==> config.mk <==
export PLATFORM = sky130hd
export DESIGN_NAME = ram_bist_ctrl_flat
export DESIGN_NICKNAME = d
export VERILOG_FILES = /design/src/rtl/ram_bist_pkg.sv /design/src/rtl/ram_bist_if.sv /design/src/rtl/ram_bist_pat.sv /design/src/rtl/ram_bist_ctrl.sv /design/src/flat_wrapper.sv
export SDC_FILE = /design/constraint.sdc
export NUM_CORES = 1
export LEC_CHECK = 0
export CORE_MARGIN = 1
export CORE_UTILIZATION = 50
export CTS_CLUSTER_SIZE = 28
export DETAILED_ROUTE_END_ITERATION = 8
export DONT_BUFFER_PORTS = 1
export SYNTH_ARGS = -nofsm -noshare
export SYNTH_HDL_FRONTEND = slang
export SYNTH_SLANG_ARGS = --single-unit
==> constraint.sdc <==
create_clock -name clk -period 4.15 [get_ports clk]
set_input_delay 0.83 -clock clk [delete_from_list [all_inputs] [get_ports clk]]
set_output_delay 0.83 -clock clk [all_outputs]
set_load 0.1 [all_outputs]
==> src/rtl/ram_bist_pkg.sv <==
// Shared types and constants for the RAM self-test sequencer.
package ram_bist_pkg;

  localparam int DEF_ADDR_W = 10;
  localparam int DEF_DATA_W = 8;

  // pat_sel encodings
  localparam logic [1:0] PAT_DBL  = 2'b00;  // (2*a) mod 2^DATA_W
  localparam logic [1:0] PAT_ADDR = 2'b01;  // a truncated
  localparam logic [1:0] PAT_CHK  = 2'b10;  // a[0] ? AA : 55
  localparam logic [1:0] PAT_INV  = 2'b11;  // ~((2*a) mod 2^DATA_W)

  typedef enum logic [2:0] {
    ST_IDLE,
    ST_WRITE,
    ST_READ,
    ST_CMP,
    ST_DONE
  } state_t;

endpackage

==> src/rtl/ram_bist_if.sv <==
// RAM-side pin bundle: master is the BIST sequencer, slave is the RAM.
interface ram_bist_if
  import ram_bist_pkg::*;
#(
  parameter int ADDR_W = DEF_ADDR_W,
  parameter int DATA_W = DEF_DATA_W
);
  logic [ADDR_W-1:0] ram_addr;
  logic [DATA_W-1:0] ram_din;
  logic              ram_wr;
  logic              ram_cs;
  logic [DATA_W-1:0] ram_dout;

  modport master (output ram_addr, ram_din, ram_wr, ram_cs, input ram_dout);
  modport slave  (input ram_addr, ram_din, ram_wr, ram_cs, output ram_dout);
endinterface

==> src/rtl/ram_bist_pat.sv <==
// Combinational test-pattern generator; one instance serves both the write
// and the compare path so the two always regenerate identical data.
module ram_bist_pat
  import ram_bist_pkg::*;
#(
  parameter int ADDR_W = DEF_ADDR_W,
  parameter int DATA_W = DEF_DATA_W
) (
  input  logic [ADDR_W-1:0] addr,
  input  logic [1:0]        pat_sel,
  output logic [DATA_W-1:0] data
);
  logic [DATA_W-1:0] dbl, lin, chk;

  // Build every candidate pattern, then select; all arithmetic truncates to DATA_W.
  always_comb begin
    dbl = DATA_W'({addr, 1'b0});
    lin = DATA_W'(addr);
    chk = '0;
    for (int i = 0; i < DATA_W; i++)
      chk[i] = (addr[0] == ((i % 2) == 1));
    case (pat_sel)
      PAT_DBL:  data = dbl;
      PAT_ADDR: data = lin;
      PAT_CHK:  data = chk;
      default:  data = ~dbl;
    endcase
  end
endmodule

==> src/rtl/ram_bist_ctrl.sv <==
// Fill-and-readback self-test sequencer for a single-port RAM.
// Optional first-mismatch capture ports enabled with RAM_BIST_ERRLOG_EN.
module ram_bist_ctrl
  import ram_bist_pkg::*;
#(
  parameter int ADDR_W = DEF_ADDR_W,
  parameter int DATA_W = DEF_DATA_W
) (
  input  logic              clk,
  input  logic              rst_n,
  input  logic              start,
  input  logic              abort,
  input  logic [1:0]        pat_sel,
  output logic              busy,
  output logic              done,
  output logic              pass,
  output logic [ADDR_W:0]   err_cnt,
`ifdef RAM_BIST_ERRLOG_EN
  output logic              err_vld,
  output logic [ADDR_W-1:0] err_addr,
  output logic [DATA_W-1:0] err_exp,
  output logic [DATA_W-1:0] err_got,
`endif
  ram_bist_if.master        ram
);
  localparam logic [ADDR_W-1:0] K_LAST = '1;

  state_t            state, state_nxt;
  logic [ADDR_W-1:0] k, k_nxt;
  logic [1:0]        pat_q, pat_use;
  logic [ADDR_W-1:0] pat_addr;
  logic [DATA_W-1:0] pat_data;
  logic [ADDR_W:0]   err_nxt;
  logic              go, mismatch;

  // A start only counts when idle and not overridden by abort.
  assign go = (state == ST_IDLE) && start && !abort;

  ram_bist_pat #(.ADDR_W(ADDR_W), .DATA_W(DATA_W)) u_pat (
    .addr    (pat_addr),
    .pat_sel (pat_use),
    .data    (pat_data)
  );

  // State, address counter and latched pattern select.
  always_ff @(posedge clk or negedge rst_n) begin
    if (!rst_n) begin
      state <= ST_IDLE;
      k     <= '0;
      pat_q <= PAT_DBL;
    end else begin
      state <= state_nxt;
      k     <= k_nxt;
      if (go) pat_q <= pat_sel;
    end
  end

  // Next-state and next-address; abort overrides every transition.
  always_comb begin
    state_nxt = state;
    k_nxt     = k;
    if (abort) begin
      state_nxt = ST_IDLE;
      k_nxt     = '0;
    end else begin
      case (state)
        ST_IDLE: begin
          k_nxt = '0;
          if (start) state_nxt = ST_WRITE;
        end
        ST_WRITE: begin
          k_nxt = k + 1'b1;  // wraps to 0 after the last address
          if (k == K_LAST) state_nxt = ST_READ;
        end
        ST_READ: state_nxt = ST_CMP;
        ST_CMP: begin
          if (k == K_LAST) begin
            state_nxt = ST_DONE;
            k_nxt     = '0;
          end else begin
            state_nxt = ST_READ;
            k_nxt     = k + 1'b1;
          end
        end
        default: begin
          state_nxt = ST_IDLE;
          k_nxt     = '0;
        end
      endcase
    end
  end

  // Pattern lookup and compare. Outputs are registered from the next state,
  // so the write path looks up k_nxt while CMP checks the current k. The
  // latched select is not valid yet on the start edge, hence the bypass.
  always_comb begin
    pat_use  = (state == ST_IDLE) ? pat_sel : pat_q;
    pat_addr = (state == ST_CMP) ? k : k_nxt;
    mismatch = (state == ST_CMP) && !abort && (ram.ram_dout != pat_data);
    if (go)            err_nxt = '0;
    else if (mismatch) err_nxt = err_cnt + 1'b1;
    else               err_nxt = err_cnt;
  end

  // Registered status and RAM-side outputs.
  always_ff @(posedge clk or negedge rst_n) begin
    if (!rst_n) begin
      busy         <= 1'b0;
      done         <= 1'b0;
      pass         <= 1'b0;
      err_cnt      <= '0;
      ram.ram_addr <= '0;
      ram.ram_din  <= '0;
      ram.ram_wr   <= 1'b0;
      ram.ram_cs   <= 1'b0;
    end else begin
      busy         <= (state_nxt == ST_WRITE) || (state_nxt == ST_READ) ||
                      (state_nxt == ST_CMP);
      done         <= (state_nxt == ST_DONE);
      err_cnt      <= err_nxt;
      ram.ram_addr <= k_nxt;
      ram.ram_din  <= (state_nxt == ST_WRITE) ? pat_data : '0;
      ram.ram_wr   <= (state_nxt == ST_WRITE);
      ram.ram_cs   <= (state_nxt == ST_WRITE) || (state_nxt == ST_READ);
      if (abort || go)              pass <= 1'b0;
      else if (state_nxt == ST_DONE) pass <= (err_nxt == '0);
    end
  end

`ifdef RAM_BIST_ERRLOG_EN
  // First mismatch of a run is captured and held until the next start.
  always_ff @(posedge clk or negedge rst_n) begin
    if (!rst_n) begin
      err_vld  <= 1'b0;
      err_addr <= '0;
      err_exp  <= '0;
      err_got  <= '0;
    end else if (go) begin
      err_vld  <= 1'b0;
    end else if (mismatch && !err_vld) begin
      err_vld  <= 1'b1;
      err_addr <= k;
      err_exp  <= pat_data;
      err_got  <= ram.ram_dout;
    end
  end
`endif
endmodule

==> src/flat_wrapper.sv <==
// flat-port wrapper written by rule: the top's interface ports become plain ports
module ram_bist_ctrl_flat import ram_bist_pkg::*;
#(
  parameter int ADDR_W = DEF_ADDR_W,
  parameter int DATA_W = DEF_DATA_W
)
  (clk, rst_n, start, abort, pat_sel, busy, done, pass, err_cnt, ram_ram_addr, ram_ram_din, ram_ram_wr, ram_ram_cs, ram_ram_dout);
  ram_bist_if #(.ADDR_W(ADDR_W), .DATA_W(DATA_W)) ram_i ();
  input  logic clk;
  input  logic rst_n;
  input  logic start;
  input  logic abort;
  input  logic [1:0] pat_sel;
  output logic busy;
  output logic done;
  output logic pass;
  output logic [ADDR_W:0] err_cnt;
  output wire logic [$bits(ram_i.ram_addr)-1:0] ram_ram_addr;
  output wire logic [$bits(ram_i.ram_din)-1:0] ram_ram_din;
  output wire logic [$bits(ram_i.ram_wr)-1:0] ram_ram_wr;
  output wire logic [$bits(ram_i.ram_cs)-1:0] ram_ram_cs;
  input wire logic [$bits(ram_i.ram_dout)-1:0] ram_ram_dout;
  assign ram_ram_addr = ram_i.ram_addr;
  assign ram_ram_din = ram_i.ram_din;
  assign ram_ram_wr = ram_i.ram_wr;
  assign ram_ram_cs = ram_i.ram_cs;
  assign ram_i.ram_dout = ram_ram_dout;
  ram_bist_ctrl #(.ADDR_W(ADDR_W), .DATA_W(DATA_W)) u_core (.clk(clk), .rst_n(rst_n), .start(start), .abort(abort), .pat_sel(pat_sel), .busy(busy), .done(done), .pass(pass), .err_cnt(err_cnt), .ram(ram_i));
endmodule
After elaboration in Yosys (flattened, before gate mapping)
Index checks and enable logic that the tools add are counted.
- add/sub/neg operators: 2
- mux-type cells: 16
- bitwise logic cells: 2
- reductions and logical operators: 12
- equality and inequality tests: 11
- operators by type and width (operator ; number):
    10-bit one-hot mux with 3 select lines ; 1
    8-bit one-hot mux with 3 select lines ; 1
    11-bit 2-to-1 mux ; 2
    10-bit 2-to-1 mux ; 2
    8-bit 2-to-1 mux ; 2
    3-bit by 2-bit equality test with 1-bit output, second input constant ; 4
    3-bit 2-to-1 mux ; 4
    3-bit one-hot mux with 4 select lines ; 1
    11-bit by 1-bit adder with 11-bit output, second input constant ; 1
    11-bit zero test ; 1
    10-bit by 1-bit adder with 10-bit output, second input constant ; 1
    10-bit equality test, second input constant ; 1
    8-bit != test ; 1
    8-bit NOT ; 1
    3-bit by 1-bit equality test with 1-bit output, second input constant ; 2
    1-bit logical AND ; 4
    3-bit equality test, second input constant ; 1
    3-bit zero test ; 1
    1-bit logical OR ; 3
    2-bit by 1-bit equality test with 1-bit output, second input constant ; 1
    2-bit equality test, second input constant ; 1
    2-bit zero test ; 1
    1-bit 2-to-1 mux ; 2
    2-bit 2-to-1 mux ; 1
    3 further kinds ; 3
- output and inout port bits: 34
- bits of input ports: 14
- word-level logic and storage cells: 53
- flip-flop bits (word level): 39

Depth between registers and ports, before layout
- depth in word-level cells: 14
- depth in mapped cells: 15

Cells and area by module
A second synthesis with hierarchy kept.
- cells, all modules: 306
- area, all modules: 2560.0 um^2
- modules (own cells, without submodules) (module ; instances ; cells an instance ; sequential area each (um^2) ; area an instance (um^2)):
    ram_bist_ctrl ; 1 ; 267 ; 975.9 ; 2336.0
    ram_bist_pat ; 1 ; 39 ; 0.0 ; 224.0

Worst setup path after synthesis
OpenSTA, ideal clock, no wires.
- path type: register to register
- from: register u_core.k[0]
- to: register u_core.pass
- data arrival time: 4.228 ns
- setup time: 0.092 ns
- path buffers: 1
- clock period less this slack: 4.320 ns
- cell stages (with the launch flop): 15
- setup slack: -0.170 ns
- path through: dfrtp_1 > ha_1 > clkbuf_1 > nand3_1 > a2bb2oi_1 > a221oi_4 > xor2_1 > a2111o_1 > nor4_1 > nand3_1 > o21ai_1 > mux2_2 > o221ai_1 > nand4b_1 > o31ai_2
- longest elaborated chain between the ends: 14
- elaborated cells between the ends (all ways): 22
- ends and longest elaborated chain (what ; RTL line ; RTL):
    from (decl) ; ram_bist_ctrl.sv:29 ; logic [ADDR_W-1:0] k, k_nxt;
    from (signal assigned) ; ram_bist_ctrl.sv:53 ; k <= k_nxt;
    10-bit by 1-bit adder with 10-bit output / 10-bit equality test (equally long branches) ; -- ;
    10-bit 2-to-1 mux ; ram_bist_ctrl.sv:77 ; if (k == K_LAST) begin
    10-bit one-hot mux with 3 select lines ; ram_bist_ctrl.sv:66 ; case (state)
    10-bit 2-to-1 mux ; ram_bist_ctrl.sv:62 ; if (abort) begin
    8-bit 2-to-1 mux ; ram_bist_ctrl.sv:98 ; pat_addr = (state == ST_CMP) ? k : k_nxt;
    1-bit NOT / 8-bit NOT (equally long branches) ; ram_bist_pat.sv:21, ram_bist_pat.sv:26 ;
    8-bit one-hot mux with 3 select lines ; ram_bist_pat.sv:22 ; case (pat_sel)
    8-bit != test ; ram_bist_ctrl.sv:99 ; mismatch = (state == ST_CMP) && !abort && (ram.ram_dout != pat_data);
    1-bit logical AND ; ram_bist_ctrl.sv:99 ;
    11-bit 2-to-1 mux ; ram_bist_ctrl.sv:101 ; else if (mismatch) err_nxt = err_cnt + 1'b1;
    11-bit 2-to-1 mux ; ram_bist_ctrl.sv:100 ; if (go) err_nxt = '0;
    11-bit zero test ; ram_bist_ctrl.sv:126 ; else if (state_nxt == ST_DONE) pass <= (err_nxt == '0);
    1-bit 2-to-1 mux ; ram_bist_ctrl.sv:126 ;
    1-bit 2-to-1 mux ; ram_bist_ctrl.sv:125 ; if (abort || go) pass <= 1'b0;
    to (signal assigned) ; ram_bist_ctrl.sv:126 ;
    to (decl) ; ram_bist_ctrl.sv:16 ; output logic pass,
Several ways; a longest one is shown, not always the timed one. The select of a mux whose other input is x is not followed.
A chain may end at the register's enable or synchronous reset.

Final worst setup path
- from: register u_core.k[1]
- to: register u_core.pass
- longest elaborated chain between the ends: 14
- elaborated cells between the ends (all ways): 22
- ends and longest elaborated chain (what ; RTL line):
    10-bit by 1-bit adder with 10-bit output / 10-bit equality test (equally long branches) ; --
    10-bit 2-to-1 mux ; ram_bist_ctrl.sv:77
    10-bit one-hot mux with 3 select lines ; ram_bist_ctrl.sv:66
    10-bit 2-to-1 mux ; ram_bist_ctrl.sv:62
    8-bit 2-to-1 mux ; ram_bist_ctrl.sv:98
    8-bit NOT / 1-bit NOT (equally long branches) ; ram_bist_pat.sv:26, ram_bist_pat.sv:21
    8-bit one-hot mux with 3 select lines ; ram_bist_pat.sv:22
    8-bit != test ; ram_bist_ctrl.sv:99
    1-bit logical AND ; ram_bist_ctrl.sv:99
    11-bit 2-to-1 mux ; ram_bist_ctrl.sv:101
    11-bit 2-to-1 mux ; ram_bist_ctrl.sv:100
    11-bit zero test ; ram_bist_ctrl.sv:126
    1-bit 2-to-1 mux ; ram_bist_ctrl.sv:126
    1-bit 2-to-1 mux ; ram_bist_ctrl.sv:125
Several ways; a longest one is shown, not always the timed one. The select of a mux whose other input is x is not followed.

==> flow_metrics.tcl <==
set metrics [dict create \
    dp_hpwl_um 5860 \
    grt_start_max_net_pins 40 \
    ios 48 \
    syn-cell-area_um2 2950 \
    outcome "finished, final reports clean" \
    port_buffers 0 \
    htree_levels 2 \
    clk_pin_slew_ns 0.09 \
    synth_seq_cells 39 \
    cts-root-buf "clkbuf_8" \
    via_per_inst 6.40 \
    die_w_um 78.9 \
    cp-end-kind "register" \
    synth_warnings 0 \
    synthTopCellsByArea "dfrtp_1 (33%), nor2_1 (5.1%), nand2_1 (4.2%)" \
    vdd.ir_drop.worst_uv 153 \
    synth_cell_types 71 \
    cts_hold_buffers 0 \
    synthTopCellsByCount "nor2_1 (40), dfrtp_1 (39), nand2_1 (33), a21oi_1 (19)" \
    post-route-min-period_ns 3.88 \
    routabilityCongestion 0.960 \
    grt_overflow_total 0 \
    post-route-period-util 0.935 \
    vias 2863 \
    start_util 0.527 \
    final_hold_viol_count 0 \
    cap_violations 0 \
    critical_path_class "register to register" \
    post_cts_buffers 0 \
    powerDensity_nw_per_um2 266 \
    grt_pass1_vias 2686 \
    post-place-ws_ns 0.203 \
    cts_sinks 39 \
    fin_skew_ns 0.00655 \
    drv_slew 0 \
    place_area_um2 3180 \
    tns_ns 0 \
    antenna_found_initial 0 \
    cts_buffers 5 \
    drt-wirelength-per-cell_um 17.7 \
    cts_tree "done" \
    syn_nets 374 \
    drive_gt1_frac 0.157 \
    grt_pass1_wl_um 13200 \
    rsz0062_at_grt "no" \
    timing.fmax_mhz 258 \
    synth-edff-count 0 \
    startpoint_type "register" \
    worstHoldPathType "primary input to asynchronous set/reset pin" \
    ant_nets 0 \
    antennaDiodeCount 0 \
    die_area_um2 6220 \
    core_area_um2 5610 \
    final_util 0.584 \
    synth_seq_area_share 0.330 \
    drcViolationCount 0 \
    fp.dieH_um 78.9 \
    ys.flop_type "dfrtp_1" \
    design_area_um2 3280 \
    required_ns 4.36 \
    synth_top_area_cell "dfrtp_1" \
    avgSynthCellArea_um2 8.25 \
    clock_latency_ns 0.30 \
    area_delta_synth_final_pct 10.9 \
    drt_iter0_markers 229 \
    setup_viol 0 \
    synthArstFlopShare 1.00 \
    yosys.area.top_type_share 0.330 \
    leakage_nw 1.39 \
    critPathMaxFanout 8 \
    yosysMostFrequentCell "nor2_1" \
    syn_inst 358 \
    firstDrtPassIters 5 \
    worst_pin_slew_ns 1.07 \
    clock_path_buffers 2 \
    num_rows 27 \
    setup_slack_ns 0.269 \
    nets 390 \
    arrival_ns 4.10 \
    cts_resized 0 \
    wl_um 7900 \
    grtUsageTotal 0.269 \
    slew_headroom 0.284 \
]
-- flip-flops by register name, summed over array words and instances (netlist names) --
register / count
u_core.ram.ram_din: 8
u_core.pat_q: 2
u_core.ram.ram_wr: 1
u_core.busy: 1
u_core.k: 10
u_core.done: 1
u_core.ram.ram_cs: 1
u_core.err_cnt: 11
u_core.state: 3
u_core.pass: 1
-- final cells by class --
cell class,instances,area [um2]
Fill cell,525,2330
Multi-Input combinational cell,289,1850
Sequential cell,39,980
Timing Repair Buffer,31,233
Tap cell,72,90.1
Clock buffer,5,68.8
Inverter,8,30.0
Clock inverter,3,20.0
-- layout by cell type (no fill, tap or decap), types with 6 or more instances in the layout --
cell      instances
dfrtp_1          36
nand4_1           7
xor2_1            8
mux2i_1           7
inv_1             8
nand2_1          33
nor3_1            9
xnor2_1           7
buf_4            31
nand3_1          11
a211oi_1          6
nor4_1            9
nor2_1           40
and3_1           10
o21ai_0          16
a21oi_1          19
or3_1             8
-- cells by family (layout without fill, tap and decap cells) --
family          count (synthesis)  after routing  synth area share
compound gates                 91             91             0.221
xor+xnor                       15             15            0.0445
fa+ha+maj                       2              2           0.00847
buf+inv                        30             47            0.0432
flops                          39             39             0.330
mux                            12             12            0.0424
simple gates                  169            169             0.310
-- where the power goes --
group          internal [mW]  switching, mW
Sequential             0.391         0.0688
Combinational         0.0557         0.0881
Clock                  0.117          0.152
Total                  0.564          0.308
-- worst max-delay path, cell delays in order (launching register included) --
cell and delay (ns):
dfrtp_2 0.46, ha_1 0.38, nand4_1 0.22, nor4_1 0.50
o32ai_2 0.24, and4_1 0.25, a2111oi_0 0.38, nand3_1 0.25
or2_1 0.32, o311a_1 0.32, nor4_2 0.14, nand4b_1 0.14
o31ai_2 0.18
-- final timing paths --
check / from / endpoint / slack, ns / cells past startpoint
setup / recovery: u_core.k[1] / u_core.pass / 0.27 / 12
hold / removal: rst_n / u_core.k[1] / 0.21 / 0
setup reg to reg: u_core.k[1] / u_core.pass / 0.27 / 12
hold reg to reg: u_core.pat_q[1] / u_core.pat_q[1] / 0.56 / 2
max in group asynchronous: rst_n / u_core.state[1] / 3.85 / 0
min in group clk: u_core.pat_q[1] / u_core.pat_q[1] / 0.56 / 2
-- routing by layer --
metal / wire length [um] / GRT usage / vias to the layer above
met2: 3650 / 0.437 / 114
met1: 3720 / 0.374 / 1361
met4: 78 / 0.0600 / 0
met3: 454 / 0.0483 / 10
li1: - / - / 1378
met5: 0 / 0 / -
-- stage by stage --
stage | cells | hold WS (ns) | total power, mW
5_1_grt | 447 | 0.195 | 0.911
3_3_place_gp | 439 | 0.508 | 0.609
4_1_cts | 447 | 0.203 | 0.879
2_1_floorplan | 358 | 0.488 | 0.576
6_report | 447 | 0.213 | 0.872
3_5_place_dp | 439 | 0.523 | 0.608
Power figures use the tool's default switching activity.
